`src/rtl/fetch_unit.sv`:
```
// fetch_unit: 16-bit byte-addressed instruction fetch stage with IF/ID register.
// Ports:
//   clk, rst             clock, synchronous active-high reset
//   stall                hold PC and IF/ID register (RUN only)
//   redirect/redirect_pc branch/flush request and byte target
//   imem_addr/imem_rdata combinational instruction memory port
//   ifid_instr/pc/valid  registered fetch result
//   halted               high while the fetch FSM is in HALT
//   fetch_err            sticky out-of-range fetch flag
//   fetch_count          saturating count of valid instructions delivered
module fetch_unit #(
    parameter logic [15:0] RESET_PC   = 16'h0000,
    parameter int          IMEM_DEPTH = 27,
    parameter logic [15:0] HALT_WORD  = 16'hEBCF
) (
    input  logic        clk,
    input  logic        rst,
    input  logic        stall,
    input  logic        redirect,
    input  logic [15:0] redirect_pc,
    output logic [15:0] imem_addr,
    input  logic [15:0] imem_rdata,
    output logic [15:0] ifid_instr,
    output logic [15:0] ifid_pc,
    output logic        ifid_valid,
    output logic        halted,
    output logic        fetch_err,
    output logic [15:0] fetch_count
);

    typedef enum logic {
        RUN  = 1'b0,
        HALT = 1'b1
    } state_t;

    localparam logic [15:0] DEPTH16 = 16'(IMEM_DEPTH);

    state_t      state_q, state_d;
    logic [15:0] pc_q, pc_d;
    logic [15:0] instr_q, instr_d;
    logic [15:0] ipc_q, ipc_d;
    logic        valid_q, valid_d;
    logic        err_q, err_d;
    logic [15:0] cnt_q, cnt_d;
    logic        out_of_range;

    assign imem_addr    = pc_q;
    assign out_of_range = {1'b0, pc_q[15:1]} >= DEPTH16;

    always_ff @(posedge clk) begin
        if (rst) begin
            state_q <= RUN;
            pc_q    <= RESET_PC;
            instr_q <= 16'h0000;
            ipc_q   <= 16'h0000;
            valid_q <= 1'b0;
            err_q   <= 1'b0;
            cnt_q   <= 16'h0000;
        end else begin
            state_q <= state_d;
            pc_q    <= pc_d;
            instr_q <= instr_d;
            ipc_q   <= ipc_d;
            valid_q <= valid_d;
            err_q   <= err_d;
            cnt_q   <= cnt_d;
        end
    end

    always_comb begin
        state_d = state_q;
        pc_d    = pc_q;
        instr_d = instr_q;
        ipc_d   = ipc_q;
        valid_d = valid_q;
        err_d   = err_q;
        cnt_d   = cnt_q;
        if (redirect) begin
            // Redirect wins over HALT so a wrong-path halt is squashed.
            state_d = RUN;
            pc_d    = {redirect_pc[15:1], 1'b0};
            instr_d = 16'h0000;
            valid_d = 1'b0;
        end else if (state_q == HALT) begin
            instr_d = 16'h0000;
            valid_d = 1'b0;
        end else if (stall) begin
            state_d = RUN;
        end else if (out_of_range) begin
            state_d = HALT;
            err_d   = 1'b1;
            instr_d = 16'h0000;
            valid_d = 1'b0;
        end else begin
            instr_d = imem_rdata;
            ipc_d   = pc_q;
            valid_d = 1'b1;
            if (cnt_q != 16'hFFFF) begin
                cnt_d = cnt_q + 16'd1;
            end
            // The halt word is delivered but the PC parks on it.
            if (imem_rdata == HALT_WORD) begin
                state_d = HALT;
            end else begin
                pc_d = pc_q + 16'd2;
            end
        end
    end

    assign ifid_instr  = instr_q;
    assign ifid_pc     = ipc_q;
    assign ifid_valid  = valid_q;
    assign halted      = (state_q == HALT);
    assign fetch_err   = err_q;
    assign fetch_count = cnt_q;

endmodule

```
`config.mk`:
```
export PLATFORM = sky130hd
export DESIGN_NAME = fetch_unit
export DESIGN_NICKNAME = d
export VERILOG_FILES = /design/src/rtl/fetch_unit.sv
export SDC_FILE = /design/constraint.sdc
export NUM_CORES = 1
export LEC_CHECK = 0
export CORE_MARGIN = 1.5
export CORE_UTILIZATION = 45
export CTS_BUF_LIST = sky130_fd_sc_hd__clkbuf_8
export DETAILED_ROUTE_END_ITERATION = 6
export PLACE_DENSITY_LB_ADDON = 0.12
export SLEW_MARGIN = 0
export SYNTH_ARGS = -nofsm -noshare
export SYNTH_HDL_FRONTEND = slang
export SYNTH_SLANG_ARGS = --single-unit
export TNS_END_PERCENT = 1
```
`constraint.sdc`:
```
create_clock -name clk -period 2.72 [get_ports clk]
set_input_delay 0.408 -clock clk [delete_from_list [all_inputs] [get_ports clk]]
set_output_delay 0.408 -clock clk [all_outputs]
set_load 0.02 [all_outputs]
```
==> metrics.md <==
| Metric | Value |
|---|---|
| Status | complete, no violations |
| Slew Viols, Final | 0 |
| HP Class | flop to flop |
| Max-Cap Viols | 0 |
| Post-detailed-route count of antenna-violating nets | 0 |
| Die X | roughly 83 um |
| Leak | ~1.5 nW |
| CP Class | flop to flop |
| Overall routing resource usage | 0.209 |
| Core area | 6030 sq um |
| First-pass GRT wire length | between 10000 and 15000 um |
| Final hold vios | 0 |
| Sequential element share of the synthesized area | 0.458 |
| Clock power share | 0.412 |
| Clock sinks | 65 |
| Mean Syn Cell Area | ~8.8 sq um |
| Crit end category | flop |
| Via count | 2703 |
| Congestion Overflow GR | 0 |
| Clk_skew | about 8.4 ps |
| Placed cell areas | ~4000 sq um |
| Vias in the first global route | approximately 2300 |
| Post-synth top area share | 0.458 |
| Initial antenna violation count | 0 |
| Crit path buf inv count | 0 |
| EDFF count, synth | 0 |
| Slowest stage cell on the critical path | nor4_2 |
| CTS H-tree lvls | 3 |
| P_int | between 0.0015 and 0.002 W |
| DIE HEIGHT | between 80 and 90 um |
| Drt wl/cell | roughly 14 um |
| Pwr Total | about 0.0022 W |
| Hold WS | around 460 ps |
| Layout cells sized above 1 | 0.0913 |
| Initial Utilization | 0.472 |
| Critical path data required time | roughly 3000 ps |
| CTS clk-pin slew, worst paths | around 70 ps |
| Synthesized instance count | 322 |
| #FFs+latches synth | 65 |
| Ports | between 100 and 150 |
| Maximum clock path buffer count | 2 |
| Main synth FF type | dfxtp_1 |
| Cell taking the most area after synthesis | dfxtp_1 |
| RSZ-0062 raised after global routing | no |
| Crit Path Max Fanout | 12 |
| Tmin final | 2540 ps |
| Largest net degree at the start of global routing | 39 |
| Worst setup SP type | flop |
| Critical Path AT | between 2000 and 3000 ps |
| Ys Warns | 0 |
| Power density over cell area | between 500 and 600 nW/um^2 |
| # hold bufs at CTS | 0 |
| Fmax | between 300 and 400 MHz |
| Sequential Power Share | 0.457 |
| Post-route DRC | 0 |
| Switching Fraction | 0.252 |
| Root Buffer | clkbuf_8 |
| Final core utilization | 0.685 |
| I/O Buffers | 99 |
| Slew margin rel. | 0.607 |
| DIE AREA | between 6000 and 7000 sq um |
| Total Wirelength | a little over 7000 um |
| Nets | 460 |
| Sw Pwr | ~0.00055 W |
| Setup violators final | 0 |
| Design Area, Final | 4130 sq um |
| Peak supply drop | 376 uV |
| Worst-Skew Late Latency | 340 ps |
| Area Growth Syn to Fin | 45.2% |
| Pre-Repair DR Iteration Count | 4 |
| # diodes | 0 |
| Site row count | 28 |
| Post-CTS Setup Bufs | 0 |
| Combinational share of power | 0.131 |
| Worst-Margin Slew | between 500 and 600 ps |
| Most frequent cell after synthesis | dfxtp_1 |
| Setup TNS | 0 ps |
| Share of synthesized flip-flops with an asynchronous set or reset | 0 |
| CP max stage delay | around 400 ps |
| DRT iter0 DRCs | between 100 and 150 |
| CTS tree | yes |
| RD Place Congestion | 0.817 |
| Top cells by area, synth | dfxtp_1 (46%), a21oi_1 (6.7%), nand2_1 (4.8%), nand3b_1 (4.8%), mux2i_1 (3.5%) |
| Vias per std cell | between 5 and 6 |
| Synth cell types | 50 |
| CP delay by family, top | simple AND/OR/NAND/NOR gates |
| Cts repair resizes | 0 |
| Final Cycle Share | 0.934 |
| CTS Buf Count | 9 |
| Mapped cell area | between 2000 and 3000 sq um |
| Commonest cells post-synth | dfxtp_1 (65), a21oi_1 (38), nand2_1 (36) |
| Cell Chain, Critical Path | ha_1, a211o_1, a2111oi_4, nand3_1, nor4_2, mux2_2 |
| Post-DP HPWL | between 4000 and 5000 um |
logic make-up (layout without fill, tap and decap cells):
| logic type | after synthesis | in the layout | synth area share |
|---|---|---|---|
| mux | 14 | 14 | 0.0510 |
| flops | 65 | 65 | 0.458 |
| simple gates | 145 | 145 | 0.285 |
| xor+xnor | 3 | 3 | 0.00924 |
| buf+inv | 28 | 132 | 0.0444 |
| compound gates | 64 | 64 | 0.143 |
| other cells | 1 | 2 | 0.00132 |
| fa+ha+maj | 2 | 2 | 0.00880 |
metrics by stage:
stage	setup slack (ps)	cells
final	179	502
after global routing	20.7	502
after CTS	171	502
after detailed placement	142	486
after global placement	189	486
after floorplan	324	323
placed cells by master (no fill, tap or decap), types with 2 or more instances in the layout:
cell type	instances
or4_1	5
nand4b_1	2
dfxtp_1	65
nand2_1	36
and3_1	2
ha_1	2
nor3_1	7
and2_1	15
o31ai_1	7
clkdlybuf4s50_1	99
bufinv_16	2
nand4_1	4
conb_1	2
and4_1	2
nor2_1	24
o21a_1	3
mux2i_1	10
inv_1	6
or3_1	7
mux2_2	4
nand3_1	6
a21oi_1	38
o21ai_0	4
nor2b_1	4
nor4_2	2
nand3b_1	18
nor4_1	4
buf_4	11
clkinvlp_4	4
xor2_1	3
clkbuf_8	9
power groups by stage:
| stage | Sequential, W | Clock, W | Combinational [W] |
|---|---|---|---|
| after floorplan | 0.00104 | 0 | 0.000127 |
| after global placement | 0.00102 | 0 | 0.000282 |
| after detailed placement | 0.00102 | 0 | 0.000283 |
| after CTS | 0.000995 | 0.000914 | 0.000285 |
| after global routing | 0.000997 | 0.000956 | 0.000309 |
| final | 0.000995 | 0.000897 | 0.000285 |
final timing paths:
kind | startpoint | endpoint | slack (ps) | cells after the start
setup / recovery | imem_addr[2] | fetch_count[10] | 180 | 6
hold / removal | ifid_pc[2] | ifid_pc[2] | 460 | 2
setup reg to reg | imem_addr[2] | fetch_count[10] | 180 | 6
hold reg to reg | ifid_pc[2] | ifid_pc[2] | 460 | 2
layer usage:
layer,GRT usage,vias to the layer above,part of all wire
met5,0,-,0
met4,0.0617,0,0.011
met3,0.0802,9,0.082
met2,0.301,95,0.44
met1,0.290,1259,0.47
li1,-,1340,-
state kept, by name (all words and copies together) (netlist names):
signal / count
ifid_valid: 1
fetch_count: 16
halted: 1
ifid_pc: 15
imem_addr: 15
ifid_instr: 16
fetch_err: 1
tightest hold or removal path, cell delays in order (launching register included):
cell and delay (ps):
dfxtp_1 310, nand2_1 50, a21oi_1 50
cell type report:
class / count / area (sq um)
clock buffers: 9 / 124
clock inverters: 7 / 95.1
fillers: 514 / 1900
inverters: 6 / 22.5
multi-input cells: 230 / 1420
flip-flops and latches: 65 / 1300
well taps: 75 / 93.8
repair buffers: 110 / 1070
Power figures use the tool's default switching activity.
